## src/rtl/ps2_key_ctrl.sv

```systemverilog
// PS/2 scan-code sequencer: folds E0/F0 prefixes into key events and resets the receiver only when a prefix sequence stalls.
// Optional auto-repeat suppression is built when PS2_TYPEMATIC_FILTER_EN is defined.
module ps2_key_ctrl #(
    parameter int TIMEOUT_CYC = 12500000,
    parameter int RST_LEN     = 4
) (
    input  logic       clk_i,
    input  logic       reset_i,
    input  logic       rx_done_tick_i,
    input  logic [7:0] rx_dout_i,
    output logic       rx_en_o,
    output logic       rx_reset_o,
    output logic [7:0] key_code_o,
    output logic       key_ext_o,
    output logic       key_break_o,
    output logic       key_valid_o,
    input  logic       key_ack_i,
    output logic       overflow_o
);

    typedef enum logic [2:0] {
        IDLE,
        GOT_E0,
        GOT_F0,
        GOT_E0F0,
        RXRST
    } state_t;

    state_t      state_q, state_d;
    logic [23:0] wd_q, wd_d;
    logic [3:0]  rcnt_q, rcnt_d;

    logic        kv_q, kv_d;
    logic [7:0]  code_q, code_d;
    logic        ext_q, ext_d;
    logic        brk_q, brk_d;
    logic        ovf_q, ovf_d;

    logic        ev_fire;
    logic        ev_ext;
    logic        ev_brk;
    logic        ev_emit;
    logic        suppress;
    logic        is_e0, is_f0, is_err;

    assign is_e0  = (rx_dout_i == 8'hE0);
    assign is_f0  = (rx_dout_i == 8'hF0);
    assign is_err = (rx_dout_i == 8'h00) || (rx_dout_i == 8'hFF);

    // Sequencer and watchdog
    always_comb begin
        state_d = state_q;
        wd_d    = wd_q;
        rcnt_d  = rcnt_q;
        ev_fire = 1'b0;
        ev_ext  = 1'b0;
        ev_brk  = 1'b0;
        case (state_q)
            IDLE: begin
                if (rx_done_tick_i) begin
                    if (is_e0)       state_d = GOT_E0;
                    else if (is_f0)  state_d = GOT_F0;
                    else if (!is_err) ev_fire = 1'b1;
                end
            end
            GOT_E0: begin
                if (rx_done_tick_i) begin
                    if (is_f0)       state_d = GOT_E0F0;
                    else if (is_e0)  state_d = GOT_E0;
                    else begin
                        state_d = IDLE;
                        ev_fire = !is_err;
                        ev_ext  = 1'b1;
                    end
                end
            end
            GOT_F0: begin
                if (rx_done_tick_i) begin
                    if (is_f0)       state_d = GOT_F0;
                    else if (is_e0)  state_d = GOT_E0F0;
                    else begin
                        state_d = IDLE;
                        ev_fire = !is_err;
                        ev_brk  = 1'b1;
                    end
                end
            end
            GOT_E0F0: begin
                if (rx_done_tick_i) begin
                    if (!(is_e0 || is_f0)) begin
                        state_d = IDLE;
                        ev_fire = !is_err;
                        ev_ext  = 1'b1;
                        ev_brk  = 1'b1;
                    end
                end
            end
            RXRST: begin
                if (rcnt_q == 4'(RST_LEN - 1)) begin
                    state_d = IDLE;
                    rcnt_d  = 4'd0;
                end else begin
                    rcnt_d = rcnt_q + 4'd1;
                end
            end
            default: state_d = IDLE;
        endcase

        // A tick in the same cycle as expiry wins: the byte above is processed.
        if (state_q == GOT_E0 || state_q == GOT_F0 || state_q == GOT_E0F0) begin
            if (rx_done_tick_i) begin
                wd_d = 24'd0;
            end else if (wd_q == 24'(TIMEOUT_CYC - 1)) begin
                state_d = RXRST;
                wd_d    = 24'd0;
                rcnt_d  = 4'd0;
            end else begin
                wd_d = wd_q + 24'd1;
            end
        end else begin
            wd_d = 24'd0;
        end
    end

`ifdef PS2_TYPEMATIC_FILTER_EN
    logic       held_q, held_d;
    logic [8:0] last_q, last_d;
    logic       same_key;

    assign same_key = (last_q == {ev_ext, rx_dout_i});
    assign suppress = ev_fire && !ev_brk && held_q && same_key;

    always_comb begin
        held_d = held_q;
        last_d = last_q;
        if (state_q != RXRST && state_d == RXRST) begin
            held_d = 1'b0;
        end else if (ev_fire && !suppress) begin
            if (!ev_brk) begin
                held_d = 1'b1;
                last_d = {ev_ext, rx_dout_i};
            end else if (held_q && same_key) begin
                held_d = 1'b0;
            end
        end
    end

    always_ff @(posedge clk_i) begin
        if (reset_i) begin
            held_q <= 1'b0;
            last_q <= 9'd0;
        end else begin
            held_q <= held_d;
            last_q <= last_d;
        end
    end
`else
    assign suppress = 1'b0;
`endif

    assign ev_emit = ev_fire && !suppress;

    // Event holding register with valid/ack handshake and sticky drop flag
    always_comb begin
        kv_d   = kv_q;
        code_d = code_q;
        ext_d  = ext_q;
        brk_d  = brk_q;
        ovf_d  = ovf_q;
        if (ev_emit) begin
            if (!kv_q || key_ack_i) begin
                kv_d   = 1'b1;
                code_d = rx_dout_i;
                ext_d  = ev_ext;
                brk_d  = ev_brk;
            end else begin
                ovf_d = 1'b1;
            end
        end else if (key_ack_i && kv_q) begin
            kv_d = 1'b0;
        end
    end

    always_ff @(posedge clk_i) begin
        if (reset_i) begin
            state_q <= IDLE;
            wd_q    <= 24'd0;
            rcnt_q  <= 4'd0;
            kv_q    <= 1'b0;
            code_q  <= 8'h00;
            ext_q   <= 1'b0;
            brk_q   <= 1'b0;
            ovf_q   <= 1'b0;
        end else begin
            state_q <= state_d;
            wd_q    <= wd_d;
            rcnt_q  <= rcnt_d;
            kv_q    <= kv_d;
            code_q  <= code_d;
            ext_q   <= ext_d;
            brk_q   <= brk_d;
            ovf_q   <= ovf_d;
        end
    end

    assign rx_reset_o  = reset_i || (state_q == RXRST);
    assign rx_en_o     = (state_q != RXRST);
    assign key_valid_o = kv_q;
    assign key_code_o  = code_q;
    assign key_ext_o   = ext_q;
    assign key_break_o = brk_q;
    assign overflow_o  = ovf_q;

endmodule

```

## config.mk

```make
export PLATFORM = sky130hd
export DESIGN_NAME = ps2_key_ctrl
export DESIGN_NICKNAME = d
export VERILOG_FILES = /design/src/rtl/ps2_key_ctrl.sv
export SDC_FILE = /design/constraint.sdc
export NUM_CORES = 1
export LEC_CHECK = 0
export CAP_MARGIN = 10
export CORE_UTILIZATION = 40
export CTS_CLUSTER_DIAMETER = 150
export DETAILED_ROUTE_END_ITERATION = 8
export GPL_ROUTABILITY_DRIVEN = 0
export GPL_TIMING_DRIVEN = 0
export SLEW_MARGIN = 20
export SYNTH_ARGS = -nofsm -noshare
export SYNTH_HDL_FRONTEND = slang
export SYNTH_SLANG_ARGS = --single-unit
```

## constraint.sdc

```tcl
create_clock -name clk_i -period 2.57 [get_ports clk_i]
set_input_delay 0.514 -clock clk_i [delete_from_list [all_inputs] [get_ports clk_i]]
set_output_delay 0.514 -clock clk_i [all_outputs]
set_load 0.01 [all_outputs]
```

# Word-level counts from Yosys, hierarchy flattened
# Index checks and enable logic that the tools add are counted.
totals:
  reg_bits: 43
  input_bits: 12
  out_inout_bits: 14
  elab_cells: 81
classes:
  addsub: 2
  n_eq_ne: 11
  mux: 41
  bitwise_logic: 2
  reduce_logical: 17
ops:
  columns: ["operator", "count"]
  rows:
  - ["2-to-1 mux 3 bit", 11]
  - ["adder 24 x 1 -> 24 bit (second input constant)", 1]
  - ["== test 24 bit (second input constant)", 1]
  - ["== test 8 bit (second input constant)", 3]
  - ["2-to-1 mux 4 bit", 5]
  - ["2-to-1 mux 1 bit", 18]
  - ["case mux 3 bit (5 select lines)", 1]
  - ["logical NOT 8 bit", 1]
  - ["== test 3 x 2 -> 1 bit (second input constant)", 2]
  - ["logical OR 1 bit", 6]
  - ["2-to-1 mux 2 bit", 3]
  - ["AND reduction 2 bit", 3]
  - ["adder 4 x 1 -> 4 bit (second input constant)", 1]
  - ["== test 4 x 2 -> 1 bit (second input constant)", 1]
  - ["case mux 1 bit (2 select lines)", 2]
  - ["OR reduction 4 bit", 1]
  - ["== test 3 x 1 -> 1 bit (second input constant)", 1]
  - ["== test 3 bit (second input constant)", 1]
  - ["logical NOT 3 bit", 1]
  - ["inequality test 3 bit (second input constant)", 1]
  - ["case mux 1 bit (3 select lines)", 1]
  - ["logical NOT 1 bit", 2]
  - ["inequality test 2 x 1 -> 1 bit (second input constant)", 1]
  - ["inverter 1 bit", 2]
  - ["other kinds (3)", 3]

# Logic depth before layout (Yosys ltp)
# Gate-level depths: netlist of the first run.
logic_depth:
  depth_word: 9
  ltp_mapped: 5
  mapped_depth_nobuf: 5

# Worst setup path before layout of the first run
# No wires, ideal clock.
synth_timing:
  kind: "input to register"
  start: "input port rx_dout_i[0]"
  end: "register brk_q (netlist: key_break_o)"
  setup_ns: 0.131
  t_arrival_ns: 1.791
  required_time_ns: 2.439
  path_slack_ns: 0.649
  stages: 4
  path_buffers: 0
  path_cell_list: "or4_1 a21oi_1 nor3_1 mux2i_1"
synth_via:
  elab_chain_len: 8
  word_cells_on_any_way: 24
  cone_classes: "3 x eq/ne; 16 x mux; 5 x reduce/logical"
synth_rtl:
  columns: ["item", "line", "rtl"]
  rows:
  - ["start, declared", "10", "input logic [7:0] rx_dout_i,"]
  - ["== test 8 bit or logical NOT 8 bit (tied branches)", "48", "assign is_err = (rx_dout_i == 8'h00) || (rx_dout_i == 8'hFF);"]
  - ["logical OR 1 bit", "48", null]
  - ["2-to-1 mux 1 bit or logical NOT 1 bit (tied branches)", null, null]
  - ["2-to-1 mux 1 bit (on tied branches)", "62, 69, 80", null]
  - ["2-to-1 mux 1 bit (on tied branches)", "61, 68", null]
  - ["2-to-1 mux 1 bit (on tied branches)", "60, 67", null]
  - ["case mux 1 bit (3 select lines)", "58", "case (state_q)"]
  - ["AND reduction 2 bit (no source line)", null, null]
  - ["end signal, assigned", "201", "brk_q <= brk_d;"]
  - ["end, declared", "36", "logic brk_q, brk_d;"]
# Several ways; a longest one is shown, not always the timed one.
# A chain may end at the register's enable or synchronous reset.

# Worst setup path in the final report of the first run
layout_timing:
  start: "input port rx_dout_i[4]"
  end: "register ext_q (netlist: key_ext_o)"
layout_via:
  elab_chain_len: 8
  word_cells_on_any_way: 24
  cone_classes: "3 x eq/ne; 16 x mux; 5 x reduce/logical"
layout_rtl:
  columns: ["item", "line", "rtl"]
  rows:
  - ["== test 8 bit or logical NOT 8 bit (tied branches)", "48", null]
  - ["logical OR 1 bit", "48", null]
  - ["2-to-1 mux 1 bit or logical NOT 1 bit (tied branches)", null, null]
  - ["2-to-1 mux 1 bit (on tied branches)", "62, 69, 80", null]
  - ["2-to-1 mux 1 bit (on tied branches)", "61, 68", null]
  - ["2-to-1 mux 1 bit (on tied branches)", "60, 67", null]
  - ["case mux 1 bit (3 select lines)", "58", null]
  - ["AND reduction 2 bit (no source line)", null, null]
  - ["end signal, assigned", "200", "ext_q <= ext_d;"]
  - ["end, declared", "35", "logic ext_q, ext_d;"]
# Several ways; a longest one is shown, not always the timed one.

==> results.cfg, run 1 <==
[floorplan]
core.rowCount = 25
io_pins = 26
dieArea_um2 = 5300
core_um2 = 4790
die_height_um = 72.8
die_x_um = 72.8
start_util = 0.419

[synth]
synth-seq-cells = 43
synth_top_area_frac = 0.429
avgSynthCellArea_um2 = 8.68
yosys.area.top_type = dfxtp_1
synth_nets = 245
ys_seq_area_frac = 0.429
syn_area_um2 = 2000
synthArstFlopShare = 0
yosys_warnings = 0
synth_edf_count = 0
synth_cells = 231
ys_types = 41
synthTopCellsByArea = dfxtp_1 (43%), a21oi_1 (5.7%), o31ai_1 (5.6%)
ys.flop_type = dfxtp_1

[setup_path]
r2r_start = wd_q[2]
critPathKind = input port to flop
cp_top_family = simple AND/OR/NAND/NOR gates
worstPathArrival_ps = 2580
path_cells = clkdlybuf4s50_1 -> or4_1 -> a21oi_1 -> nor3_1 -> mux2i_1
cp_max_fo = 9
setup.worst_path.end_class = flop
cp_slowest_cell = a21oi_1
worstPathRequired_ps = 2740
cp-start-kind = input port
cpPeakStageDelay_ps = 630
critical_path_buf_inv_count = 1
crit_start = rx_dout_i[4]

[placed_design]
port_buffers = 25
dpl.cell_count = 323
hpwl_mm = 3.17

[routing]
drt_pre_antenna_iters = 4
vias = 1769
viasPerCell = 5.34
drcViolationCount = 0
drtIter0Drc = 91
routed_wirelength_mm = 4.46
drtAntennaViolNets = 0
routedWlPerCell_um = 13.5

[sta]
timing.final.crit_share = 0.938
rsz0062_at_grt = no
tns_ps = 0
slew_violations = 0
slew_headroom = 0.298
clock_skew_ps = 9.57
setup_violations = 0
max_freq_mhz = 415
finalHoldViolCount = 0
min_period_ps = 2410
tightest_slew_ps = 1040

[cts]
htree_levels = 2
cts-root-buf = clkbuf_8
tritoncts = built
post_cts_buffers = 0
cts.sinks = 43
ctsLongestPathBuffers = 2
path_clk_slew_ps = 80
clock_latency_ps = 300
numCtsBuffers = 5

[global_routing]
grt_max_degree = 14
antenna_found_initial = 0
grt_pass1_wl_mm = 7.55
grt_pass1_vias = 1624
grt_overflow = 0
grt_util_all_layers = 0.184

[run_status]
status = completed

[final_layout]
area_delta_synth_final_pct = 21.5
multi_input_area_um2 = 1090
fillers = 471
final_cell_mix = dfxtp_1 (43), clkdlybuf4s50_1 (25), a21oi_1 (23), nor2_1 (19), nand2_1 (17)
seq_area_um2 = 861
fin_cells = 331
final_nets = 277
postLayoutCoreUtil = 0.509
final_common_cell = dfxtp_1
drive_above_1_share = 0.0871
antenna_cells = 0

[power_and_ir_drop]
p_sw_uw = 289
switching_share = 0.239
power.density_nw_per_um2 = 495
pwr-share-seq = 0.567
p_int_uw = 918
leakage_uw = 0.000743
share_comb_of_total_power = 0.082
pwr-share-clk = 0.351
irDropWorstVdd_v = 0.000340

[worst_hold_path]
hp-start = wd_q[0]
min_path_type = flop to flop

[flow_run]
maxCapViolCount = 0
## routing by layer
layer	global-route usage	routed length [µm]	up-vias
li1	-	-	921
met1	0.256	2320	806
met2	0.278	1930	35
met3	0.0428	150	7
met4	0.0654	64	0
met5	0	0	-
## final timing paths
path,slack (ps),cells after the start,endpoint
setup / recovery,160,5,key_ext_o
hold / removal,460,1,wd_q[0]
setup reg to reg,350,5,wd_q[14]
hold reg to reg,460,1,wd_q[0]
## cell type report
cell class / instances / area share
Sequential cell: 43 / 0.353
Timing Repair Buffer: 25 / 0.103
Clock buffer: 6 / 0.0298
Buffer: 8 / 0.0164
Inverter: 6 / 0.00924
Tap cell: 67 / 0.0344
Clock inverter: 2 / 0.00514
Multi-Input combinational cell: 174 / 0.449
## stage by stage
stage	area [µm²]	total power (µW)	hold slack (ps)	worst slack, ps
final	2440	1210	461	160
after global routing	2440	1260	496	24.3
after CTS	2430	1230	469	148
after detailed placement	2340	799	455	-167
after global placement	2340	798	438	-154
after floorplan	2000	745	425	649
## cell families (layout without fill, tap and decap cells)
family | after synthesis | count (layout) | synth area share
AOI/OAI and AO/OA | 59 | 59 | 0.190
buffers and inverters | 14 | 47 | 0.0312
DFF | 43 | 43 | 0.429
adders and majority gates | 2 | 2 | 0.0125
and+or+nand+nor | 98 | 98 | 0.270
muxes | 2 | 2 | 0.00999
xor gates and xnor gates | 13 | 13 | 0.0568
## repair_timing
item | 4_1_cts | 5_1_grt
resized for setup | 1 | 0
hold buffers | 0 | 0
setup endpoints to repair | 1 | 0
## state kept, by name (all words and copies together) (netlist names)
name / count
key_break_o: 1
wd_q: 24
state_q: 3
key_valid_o: 1
rcnt_q: 4
overflow_o: 1
key_code_o: 8
key_ext_o: 1
## synth_stat cells (all sizes together) (2+ instances only)
cell and number:
dfxtp 43, a21oi 24, nor2 19, nand2 17
o31ai 15, nand3 14, o211ai 8, nor4 7
or4 7, xor2 7, inv 6, nand4 6
nor3 6, xnor2 6, o21ai 5, or3 5
buf 4, clkbuf 4, and2 3, and3 3
nand3b 3, ha 2, mux2i 2, nand2b 2
o21a 2, o31a 2
## power by group through the flow
stage                     combinational [µW]  sequential (µW)  clock, µW
after CTS                               99.1              684        443
after global placement                  98.5              700          0
final                                   99.5              684        424
after floorplan                         40.8              704          0
after global routing                     108              686        471
after detailed placement                98.8              700          0
No activity file was read; power rests on OpenSTA's default activity.
==> run 2, diff against run 1 <==
clock period = 2.8 ns   (was 2.57 ns; I/O delays follow)
==> results of run 2 <==
Same layout as run 1 (identical final DEF). Status: completed.
Main changes from that run: setup slack after placement -167 ps -> 17.1 ps; number of gates resized after CTS 1 -> 0; setup slack after layout 160 ps -> 344 ps; register-to-register setup slack 350 ps -> 580 ps; total power 1210 µW -> 1110 µW; worst IR drop on VDD 0.000340 V -> 0.000312 V
==> run 3, diff against run 2 <==
CTS_BUF_LIST = sky130_fd_sc_hd__clkbuf_2   (was unset)
DONT_BUFFER_PORTS = 1   (was unset)
==> run 3 against run 2 <==
  * Non-clock buffer count fell by 25
  * Clock power fell by 34%
  * Design area fell by 13%
  * Clock skew rose by 7.3 ps
  * Maximum frequency rose by 3.3%
  * Via count fell by 6.0%
  * Count of clock-buffer cells in the layout did not move
  * Global-route usage fell by 1.1 points
  * Final cell count fell by 7.6%
  * Critical path type is now flop to output pin
  * Largest power group unchanged
==> results.cfg, run 3 (synthesis results as in run 1) <==
[setup_path]
r2r_start = wd_q[2]
setup.worst_path.end_class = output pin
r2r_slack_ps = 520
rr_worst_depth = 4
worstPathArrival_ps = 1820
cp-start-kind = flop
worstPathRequired_ps = 2240
cp_max_fo = 8
critPathKind = flop to output pin
r2r-end = state_q[0]

[worst_hold_path]
whs_path_depth = 2
hp-start = rx_dout_i[7]
min_path_type = input port to flop
hold_path_end = key_code_o[7]

[global_routing]
grt_pass1_wl_mm = 7.05
grt_overflow = 0
grt_util_all_layers = 0.173
grt_pass1_vias = 1542
antenna_found_initial = 0
grt_max_degree = 13

[routing]
drtAntennaViolNets = 0
routedWlPerCell_um = 13.6
vias = 1662
drt_pre_antenna_iters = 4
viasPerCell = 5.43
drtIter0Drc = 45
routed_wirelength_mm = 4.18
drcViolationCount = 0

[sta]
setup_violations = 0
slew_violations = 0
finalHoldViolCount = 0
tns_ps = 0
max_freq_mhz = 421
timing.final.crit_share = 0.849
min_period_ps = 2380
rsz0062_at_grt = no
clock_skew_ps = 16.9
slew_headroom = 0.227
tightest_slew_ps = 1140

[cts]
cts-root-buf = clkbuf_2
clock_latency_ps = 390
numCtsBuffers = 5
cts_resized = 0
tritoncts = built
post_cts_buffers = 0
cts.sinks = 43
ctsLongestPathBuffers = 2
htree_levels = 2
ctsHoldBuffers = 0
path_clk_slew_ps = 210

[final_layout]
final_nets = 252
largest_reg_flops = 24
area_delta_synth_final_pct = 6.06
final_cell_mix = dfxtp_1 (43), a21oi_1 (23), nor2_1 (19), nand2_1 (17), o31ai_1 (15)
drive_above_1_share = 0.0837
largest_register = wd_q
final_common_cell = dfxtp_1
antenna_cells = 0
postLayoutCoreUtil = 0.444

[floorplan]
die_x_um = 72.8
core.rowCount = 25
core_um2 = 4790
dieArea_um2 = 5300
start_util = 0.419
io_pins = 26
die_height_um = 72.8

[power_and_ir_drop]
irDropWorstVdd_v = 0.000311
leakage_uw = 0.000629
power.density_nw_per_um2 = 441

[placed_design]
port_buffers = 0
hpwl_mm = 2.99

[flow_run]
maxCapViolCount = 0

[run_status]
status = completed
-- run 3: area by class of cell --
cell class | instances | area, µm²
buffer | 8 | 40.0
clock buffer | 6 | 30.0
clock inverter | 2 | 7.51
fill | 460 | 2660
inverter | 6 | 22.5
multi-input combinational | 174 | 1080
sequential | 43 | 861
tap | 67 | 83.8
-- run 3: power by group --
group | switching (µW) | total, µW | leakage (µW) | internal (µW)
Clock | 196 | 256 | 0.0000281 | 60.2
Combinational | 29.2 | 46.3 | 0.000253 | 17.1
Sequential | 11.4 | 636 | 0.000348 | 624
Total | 237 | 938 | 0.000629 | 701
-- run 3: worst max-delay path, stage by stage (launching register included) --
cell and delay [ps]:
dfxtp_1 490, nor3b_1 510, inv_1 250, nand2_1 180
-- run 3: how the worst max path moves through the flow --
stage / startpoint / cells after the start / endpoint
floorplan: rx_dout_i[0] / 4 / key_break_o
global route: state_q[2] / 3 / rx_reset_o
global placement: rx_dout_i[0] / 4 / key_ext_o
detailed placement: rx_dout_i[0] / 4 / key_ext_o
CTS: state_q[2] / 3 / rx_reset_o
finish: state_q[2] / 3 / rx_reset_o
-- run 3: layer usage --
| metal | share of wire | vias to the layer above | wire length, µm | track usage |
|---|---|---|---|---|
| met4 | 0.013 | 0 | 55 | 0.0588 |
| met5 | 0 | - | 0 | 0 |
| met2 | 0.43 | 34 | 1790 | 0.281 |
| met1 | 0.51 | 748 | 2120 | 0.222 |
| met3 | 0.052 | 7 | 216 | 0.0456 |
| li1 | - | 873 | - | - |
-- run 3: metrics by stage --
step	instances	cell area (µm²)	hold WS (ps)	total power [µW]	worst slack [ps]
after floorplan	231	2000	425	683	833
after global placement	298	2090	441	694	536
after detailed placement	298	2090	445	694	523
after CTS	306	2130	293	948	424
after global routing	306	2130	274	987	239
final	306	2130	317	938	424
